File: src/rtl/handshake_fifo_pkg.sv
// handshake_pkg: shared width defaults, data type and level-width helper for handshake_fifo.
package handshake_pkg;
    localparam int DEFAULT_DATA_W = 32;
    typedef logic [DEFAULT_DATA_W-1:0] handshake_data_t;
    function automatic int level_w(input int depth);
        return $clog2(depth) + 1;
    endfunction
endpackage

File: src/rtl/handshake_fifo_mem.sv
// handshake_fifo_mem: DEPTH x DATA_W register array, one write port, one asynchronous read port.
module handshake_fifo_mem
    import handshake_pkg::*;
#(
    parameter int DATA_W = DEFAULT_DATA_W,
    parameter int DEPTH  = 4,
    parameter int AW     = $clog2(DEPTH)
) (
    input  logic              clk,
    input  logic              we_i,
    input  logic [AW-1:0]     waddr_i,
    input  logic [DATA_W-1:0] wdata_i,
    input  logic [AW-1:0]     raddr_i,
    output logic [DATA_W-1:0] rdata_o
);
    logic [DATA_W-1:0] mem_q [DEPTH];
    // Storage is deliberately unreset; it is never observed while empty.
    always_ff @(posedge clk)
        if (we_i) mem_q[waddr_i] <= wdata_i;
    assign rdata_o = mem_q[raddr_i];
endmodule

File: src/rtl/handshake_fifo.sv
// handshake_fifo: valid/ready elastic FIFO with registered s_rdy/m_vld and one-cycle latency.
// Define HANDSHAKE_FIFO_WATERMARK_EN to add the sticky max_level output.
module handshake_fifo
    import handshake_pkg::*;
#(
    parameter int DATA_W = DEFAULT_DATA_W,
    parameter int DEPTH  = 4,
    parameter int CNT_W  = level_w(DEPTH)
) (
    input  logic              clk,
    input  logic              rst,
    input  logic [DATA_W-1:0] s_data,
    input  logic              s_vld,
    output logic              s_rdy,
    output logic [DATA_W-1:0] m_data,
    output logic              m_vld,
    input  logic              m_rdy,
    output logic [CNT_W-1:0]  level
`ifdef HANDSHAKE_FIFO_WATERMARK_EN
    ,
    output logic [CNT_W-1:0]  max_level
`endif
);
    localparam int AW = $clog2(DEPTH);
    logic [AW-1:0]    wr_ptr_q, wr_ptr_d, rd_ptr_q, rd_ptr_d;
    logic [CNT_W-1:0] level_q, level_d;
    logic             push, pop;
    // Flags come from level_q only, so m_rdy never reaches s_rdy combinationally.
    assign s_rdy = level_q != CNT_W'(DEPTH);
    assign m_vld = level_q != '0;
    assign level = level_q;
    always_comb begin
        push     = s_vld && s_rdy;
        pop      = m_vld && m_rdy;
        wr_ptr_d = push ? wr_ptr_q + AW'(1) : wr_ptr_q;
        rd_ptr_d = pop ? rd_ptr_q + AW'(1) : rd_ptr_q;
        level_d  = level_q + CNT_W'(push) - CNT_W'(pop);
    end
    always_ff @(posedge clk or posedge rst)
        if (rst) begin
            wr_ptr_q <= '0;
            rd_ptr_q <= '0;
            level_q  <= '0;
        end else begin
            wr_ptr_q <= wr_ptr_d;
            rd_ptr_q <= rd_ptr_d;
            level_q  <= level_d;
        end
    handshake_fifo_mem #(.DATA_W(DATA_W), .DEPTH(DEPTH), .AW(AW)) u_mem (
        .clk     (clk),
        .we_i    (push),
        .waddr_i (wr_ptr_q),
        .wdata_i (s_data),
        .raddr_i (rd_ptr_q),
        .rdata_o (m_data)
    );
`ifdef HANDSHAKE_FIFO_WATERMARK_EN
    logic [CNT_W-1:0] max_level_q, max_level_d;
    assign max_level_d = level_d > max_level_q ? level_d : max_level_q;
    assign max_level   = max_level_q;
    always_ff @(posedge clk or posedge rst)
        if (rst) max_level_q <= '0;
        else     max_level_q <= max_level_d;
`endif
endmodule

File: config.mk
export PLATFORM = sky130hd
export DESIGN_NAME = handshake_fifo
export DESIGN_NICKNAME = d
export VERILOG_FILES = /design/src/rtl/handshake_fifo_pkg.sv /design/src/rtl/handshake_fifo_mem.sv /design/src/rtl/handshake_fifo.sv
export SDC_FILE = /design/constraint.sdc
export NUM_CORES = 1
export LEC_CHECK = 0
export CORE_MARGIN = 2
export CORE_UTILIZATION = 53
export DETAILED_ROUTE_END_ITERATION = 6
export GPL_ROUTABILITY_DRIVEN = 0
export PLACE_DENSITY_LB_ADDON = 0.15
export SYNTH_ARGS = -nofsm -noshare
export SYNTH_HDL_FRONTEND = slang
export SYNTH_SLANG_ARGS = --single-unit
File: constraint.sdc
create_clock -name clk -period 6 [get_ports clk]
set_input_delay 1.5 -clock clk [delete_from_list [all_inputs] [get_ports clk]]
set_output_delay 1.5 -clock clk [all_outputs]
set_load 0.01 [all_outputs]
==> results of run 1 <==
area by class of cell:
cell class                      count  share of cell area (%)
Tap cell                          129                    2.47
Clock inverter                     11                    2.37
Sequential cell                   135                    61.5
Timing Repair Buffer               74                    11.3
Multi-Input combinational cell     60                    15.4
Clock buffer                       21                    6.57
Inverter                            7                   0.402
cells by family (layout without fill, tap and decap cells):
kind of cell	Yosys count	count (layout)	share of synthesized area [%]
AOI/OAI and AO/OA	4	4	0.633
xor gates and xnor gates	4	4	0.682
adders and majority gates	7	7	1.85
buffers and inverters	15	113	2.26
DFF	135	135	78.2
muxes	32	32	14.3
and+or+nand+nor	13	13	2.05
final timing paths:
kind	start	depth (start not counted)	to
max in group asynchronous	rst	2	rd_ptr_q[0]
setup / recovery	rd_ptr_q[0]	3	m_data[22]
hold / removal	wr_ptr_q[1]	2	wr_ptr_q[1]
hold reg to reg	wr_ptr_q[1]	2	wr_ptr_q[1]
setup reg to reg	level[1]	9	level[2]
min in group asynchronous	rst	2	wr_ptr_q[1]
power by group through the flow:
stage	Combinational (mW)	Sequential [mW]	Clock (mW)
after floorplan	0.634	1.32	0
after global placement	0.994	1.38	0
after detailed placement	0.996	1.38	0
after CTS	1.00	1.37	1.04
after global routing	1.06	1.39	1.08
final	0.980	1.36	1.02
cell usage after synthesis, drive strengths merged:
cell	n	area share (%)
nand2	1	0.073
edfxtp	128	75
o31a	1	0.17
nor3b	1	0.24
o311ai	1	0.17
mux4	32	14
clkbuf	1	0.073
buf	7	1.7
nand2b	4	0.49
ha	6	1.5
xor2	1	0.17
xnor2	3	0.51
nand4bb	2	0.44
fa	1	0.39
inv	7	0.51
o211ai	2	0.29
and3b	4	0.68
dfrtp	7	3.4
or3	1	0.12
per-layer routing:
layer	wire length (µm)	part of all wire (%)
met1	3680	44
met2	4330	51
met3	335	4.0
met4	76	0.90
met5	0	0
registers in the layout (all words and copies together), names as in the netlist:
| name | flops |
|---|---|
| rd_ptr_q | 2 |
| level | 3 |
| wr_ptr_q | 2 |
| u_mem.mem_q | 128 |
critical path, cell delays in order, from the launching register on:
cell and delay [ns]:
dfrtp_2 0.72, buf_4 0.43, mux4_2 0.56, clkdlybuf4s50_1 0.50
per-stage QoR:
stage	hold slack [ns]	setup slack [ns]	power (mW)	utilization, %
global placement	0.567	2.22	2.37	63.8
global route	0.647	1.58	3.52	70.1
detailed placement	0.584	2.23	2.38	63.8
floorplan	0.543	3.16	1.96	-
CTS	0.602	1.68	3.41	70.1
finish	0.600	1.78	3.36	70.1
==> impl_results.md, run 1 <==
- Clock Latency Late Sink: 0.51 ns
- First-pass GRT wire length: 13.0 mm
- Crit path launch type: register
- Worst hold path type: reg -> reg
- Worst-path clk slew: 0.06 ns
- Area of placed instances: 5950 µm²
- Buffers on Ports: 72
- Fillers: 599
- Clk pwr share: 30.3%
- Slew headroom: 42.7%
- Vias/cell: 5.29
- Fin crit share: 70.4%
- Synthesized cell area: 5140 µm²
- Vert. Die Dim: 102 µm
- Final nets: 338
- Fin cells: 437
- Worst-path fanout max: 18
- Hold buffer count at cts: 0
- CP Capture Type: output pin
- RSZ-0062 raised after global routing: false
- Row cnt: 35
- Clock Tree Buf Depth: 2
- Htree depth: 4
- Syn_nets: 253
- Share of total power in combinational logic: 29.2%
- Ant diodes: 0
- Post-CTS sizing: 0
- Area delta synth->final: 27.2%
- Dpl cells: 405
- Seq/Total Area, Yosys: 78.2%
- R2R Setup Slk: 3.70 ns
- Final ANT Viol Nets: 0
- Root Driver: clkbuf_8
- Gr ovfl total: 0
- Sw Share: 26.0%
- Residual DRC: 0
- Crit Path Class: reg -> out
- Die X: 102 µm
- Synthesized area per cell: 24.5 µm²
- Internal power: 2.49 mW
- YS warnings: 0
- Leakage power figure: 2.19 nW
- GRT met3 Usage: 5.47%
- Fin crit period: 4.22 ns
- Hold Fails Final Rpt: 0
- Via count: 2312
- Final WL: 8.43 mm
- Clk sink count: 135
- Initial antenna violation count: 0
- Outcome: complete, no violations
- Pre-antenna DRT Iters: 5
- Share of cells above drive strength 1: 20.1%
- Final setup vio count: 0
- Largest net degree at the start of global routing: 33
- P_sw: 0.874 mW
- Met2 GRT Util: 27.9%
- Library cells used by synthesis: 22
- PwrDens: 514 nW/µm²
- Dpl hpwl: 4.94 mm
- Peak supply drop: 279 µV
- Total negative slack: 0 ns
- Die area: 10500 µm²
- Worst Path Required: 4.50 ns
- Critical Path AT: 2.72 ns
- I/O pin cnt: 73
- Met1 Track Usage GR: 23.0%
- Maximum clock frequency: 0.237 GHz
- Initial core utilization: 55.1%
- Vias in the first global route: 2421
- Sequential Power Share: 40.5%
- CTS tree: built
- Global Route Usage Sum: 17.5%
- Commonest non-fill, non-tap cell in the layout: edfxtp_1
- FF+latch count, synth: 135
- Post-Synthesis Cells: 210
- Setup Skew: 0.0135 ns
- Post-CTS Setup Inserts: 0
- Worst Tran Pin Value: 0.860 ns
- Iter 0 DRT Violations: 81
- Top Usage Layer GRT: met2
- Total CTS buffers: 17
- Most frequent cells in the layout: 128 x edfxtp_1, 72 x clkdlybuf4s50_1, 28 x mux4_2
- Routed WL per cell: 19.3 µm
- Slew Limit Fails: 0
- Design area: 6540 µm²
- Max_cap viols: 0
- Multi-input logic area: 1010 µm²
- CORE AREA: 9330 µm²
- Storage cell area: 4020 µm²
Note: power is estimated with default switching activity, not from simulation.
==> run 2, diff against run 1 <==
--- a/config.mk
+++ b/config.mk
@@ -6,7 +6,7 @@
 export NUM_CORES = 1
 export LEC_CHECK = 0
 export CORE_MARGIN = 2
-export CORE_UTILIZATION = 53
+export CORE_UTILIZATION = 49
 export DETAILED_ROUTE_END_ITERATION = 6
 export GPL_ROUTABILITY_DRIVEN = 0
 export PLACE_DENSITY_LB_ADDON = 0.15
==> constraint.sdc (replaced) <==
create_clock -name clk -period 3.5 [get_ports clk]
set_input_delay 0.875 -clock clk [delete_from_list [all_inputs] [get_ports clk]]
set_output_delay 0.875 -clock clk [all_outputs]
set_load 0.01 [all_outputs]
==> run 2 against run 1 <==
Worst setup slack got worse by 1.5 ns; clock skew fell by 0.0045 ns; final area rose by 2.3%; die area up 7.8%; count of clock-buffer cells in the layout is 2 lower.
==> impl_results.md, run 2 (synthesis results as in run 1) <==
- Ant diodes: 0
- Vert. Die Dim: 106 µm
- Worst hold path type: reg -> reg
- Worst setup path end: m_data[0]
- Total negative slack: 0 ns
- Vias/cell: 5.21
- Crit path launch type: register
- Via count: 2345
- Setup ws final: 0.259 ns
- Final WL: 8.69 mm
- R2r endpoint: level[2]
- Post-CTS Setup Inserts: 0
- Slowest cell on crit path: dfrtp_2
- Clock Latency Late Sink: 0.50 ns
- Final nets: 344
- Largest net degree at the start of global routing: 34
- Multi-input logic area: 1010 µm²
- Pre-CTS WS: 0.586 ns
- Fin crit share: 92.6%
- I/O pin cnt: 73
- Max FFs per register: 128
- Hold buffer count at cts: 0
- R2r worst-path depth: 9
- Peak supply drop: 605 µV
- Fin crit period: 3.24 ns
- Buffers on Ports: 72
- CORE AREA: 10200 µm²
- Crit Path Class: reg -> out
- CP Capture Type: output pin
- Vias in the first global route: 2594
- Residual DRC: 0
- Initial core utilization: 50.2%
- Top reg by flops: u_mem.mem_q
- Setup Skew: 0.00901 ns
- First-pass GRT wire length: 14.0 mm
- Leakage power figure: 2.25 nW
- Slew headroom: 44.2%
- Outcome: complete, no violations
- Initial antenna violation count: 0
- Die area: 11300 µm²
- Hold Fails Final Rpt: 0
- Max_cap viols: 0
- Worst-path fanout max: 33
- Share of cells above drive strength 1: 23.2%
- Row cnt: 37
- PwrDens: 895 nW/µm²
- CP Cell Sequence: mux4_1 > clkdlybuf4s50_1
- Worst-path clk slew: 0.06 ns
- Final setup vio count: 0
- Post-CTS sizing: 0
- Maximum clock frequency: 0.309 GHz
- Die X: 106 µm
- RSZ-0062 raised after global routing: false
- Pre-antenna DRT Iters: 4
- Storage cell area: 4020 µm²
- Worst hold slack: 0.612 ns
- Iter 0 DRT Violations: 159
- Dpl hpwl: 5.14 mm
- Htree depth: 4
- Final ANT Viol Nets: 0
- Critical Path AT: 2.37 ns
- Slew Limit Fails: 0
- Commonest non-fill, non-tap cell in the layout: edfxtp_1
- Fillers: 684
- CP max stage delay: 0.92 ns
- Total CTS buffers: 17
- Hold Path Origin: wr_ptr_q[1]
- R2R Setup Slk: 1.13 ns
- CTS tree: built
- Worst R2R Start: level[1]
- Global Route Usage Sum: 17.1%
- Root Driver: clkbuf_8
- Worst Tran Pin Value: 0.837 ns
- Clock Tree Buf Depth: 2
- Gr ovfl total: 0
- Most frequent cells in the layout: 128 x edfxtp_1, 72 x clkdlybuf4s50_1, 28 x mux4_2
- Clk sink count: 135
- Worst Path Required: 2.62 ns
- Area delta synth->final: 30.1%
- CP startpoint: rd_ptr_q[1]
- Routed WL per cell: 19.3 µm
[run 2: cell types whose count changed in the layout (fill, tap and decap cells not counted)]
cell,before,now
bufinv_16,4,5
clkinvlp_4,1,2
buf_4,2,5
inv_6,0,5
clkinv_1,2,0
clkbuf_1,4,2
dfrtp_2,1,2
buf_12,0,3
clkinv_4,0,1
dfrtp_1,6,5
clkinv_2,4,0
[run 2: area by class of cell]
class | instances | area share [%]
clock buffers | 19 | 6.31
clock inverters | 13 | 3.26
inverters | 7 | 0.393
multi-input cells | 60 | 15.1
flip-flops and latches | 135 | 60.2
well taps | 136 | 2.55
repair buffers | 80 | 12.2
[run 2: through the flow]
stage | power (mW) | instance area [µm²] | utilization (%) | std cells
CTS | 6.08 | 6680 | 65.3 | 450
floorplan | 3.35 | 5140 | - | 210
detailed placement | 4.17 | 6040 | 59.1 | 418
finish | 5.98 | 6680 | 65.3 | 450
global placement | 4.14 | 6040 | 59.1 | 418
global route | 6.27 | 6680 | 65.3 | 450
[run 2: power by group]
group	switching (mW)	internal [mW]
clock network	0.651	1.24
logic	0.724	1.03
registers	0.200	2.14
total	1.58	4.41
[run 2: how the worst min path moves through the flow]
stage	cells past startpoint	slack [ns]	endpoint
floorplan	2	0.54	wr_ptr_q[1]
global placement	2	0.58	wr_ptr_q[1]
detailed placement	2	0.61	wr_ptr_q[1]
CTS	2	0.61	level[0]
global route	2	0.66	level[1]
finish	2	0.61	wr_ptr_q[1]
[run 2: critical path, delay by kind of cell (launching register included)]
family	cells	cell delay, ns
buffers and inverters	1	0.52
DFF	1	0.92
muxes	1	0.42
[run 2: metal layers]
layer | up-vias | part of all wire (%) | wire [µm] | global-route usage [%]
met4 | 0 | 0.44 | 38 | 6.48
met3 | 2 | 5.0 | 437 | 5.64
li1 | 1069 | - | - | -
met1 | 1210 | 43 | 3780 | 22.5
met5 | - | 0 | 0 | 0
met2 | 64 | 51 | 4430 | 26.9
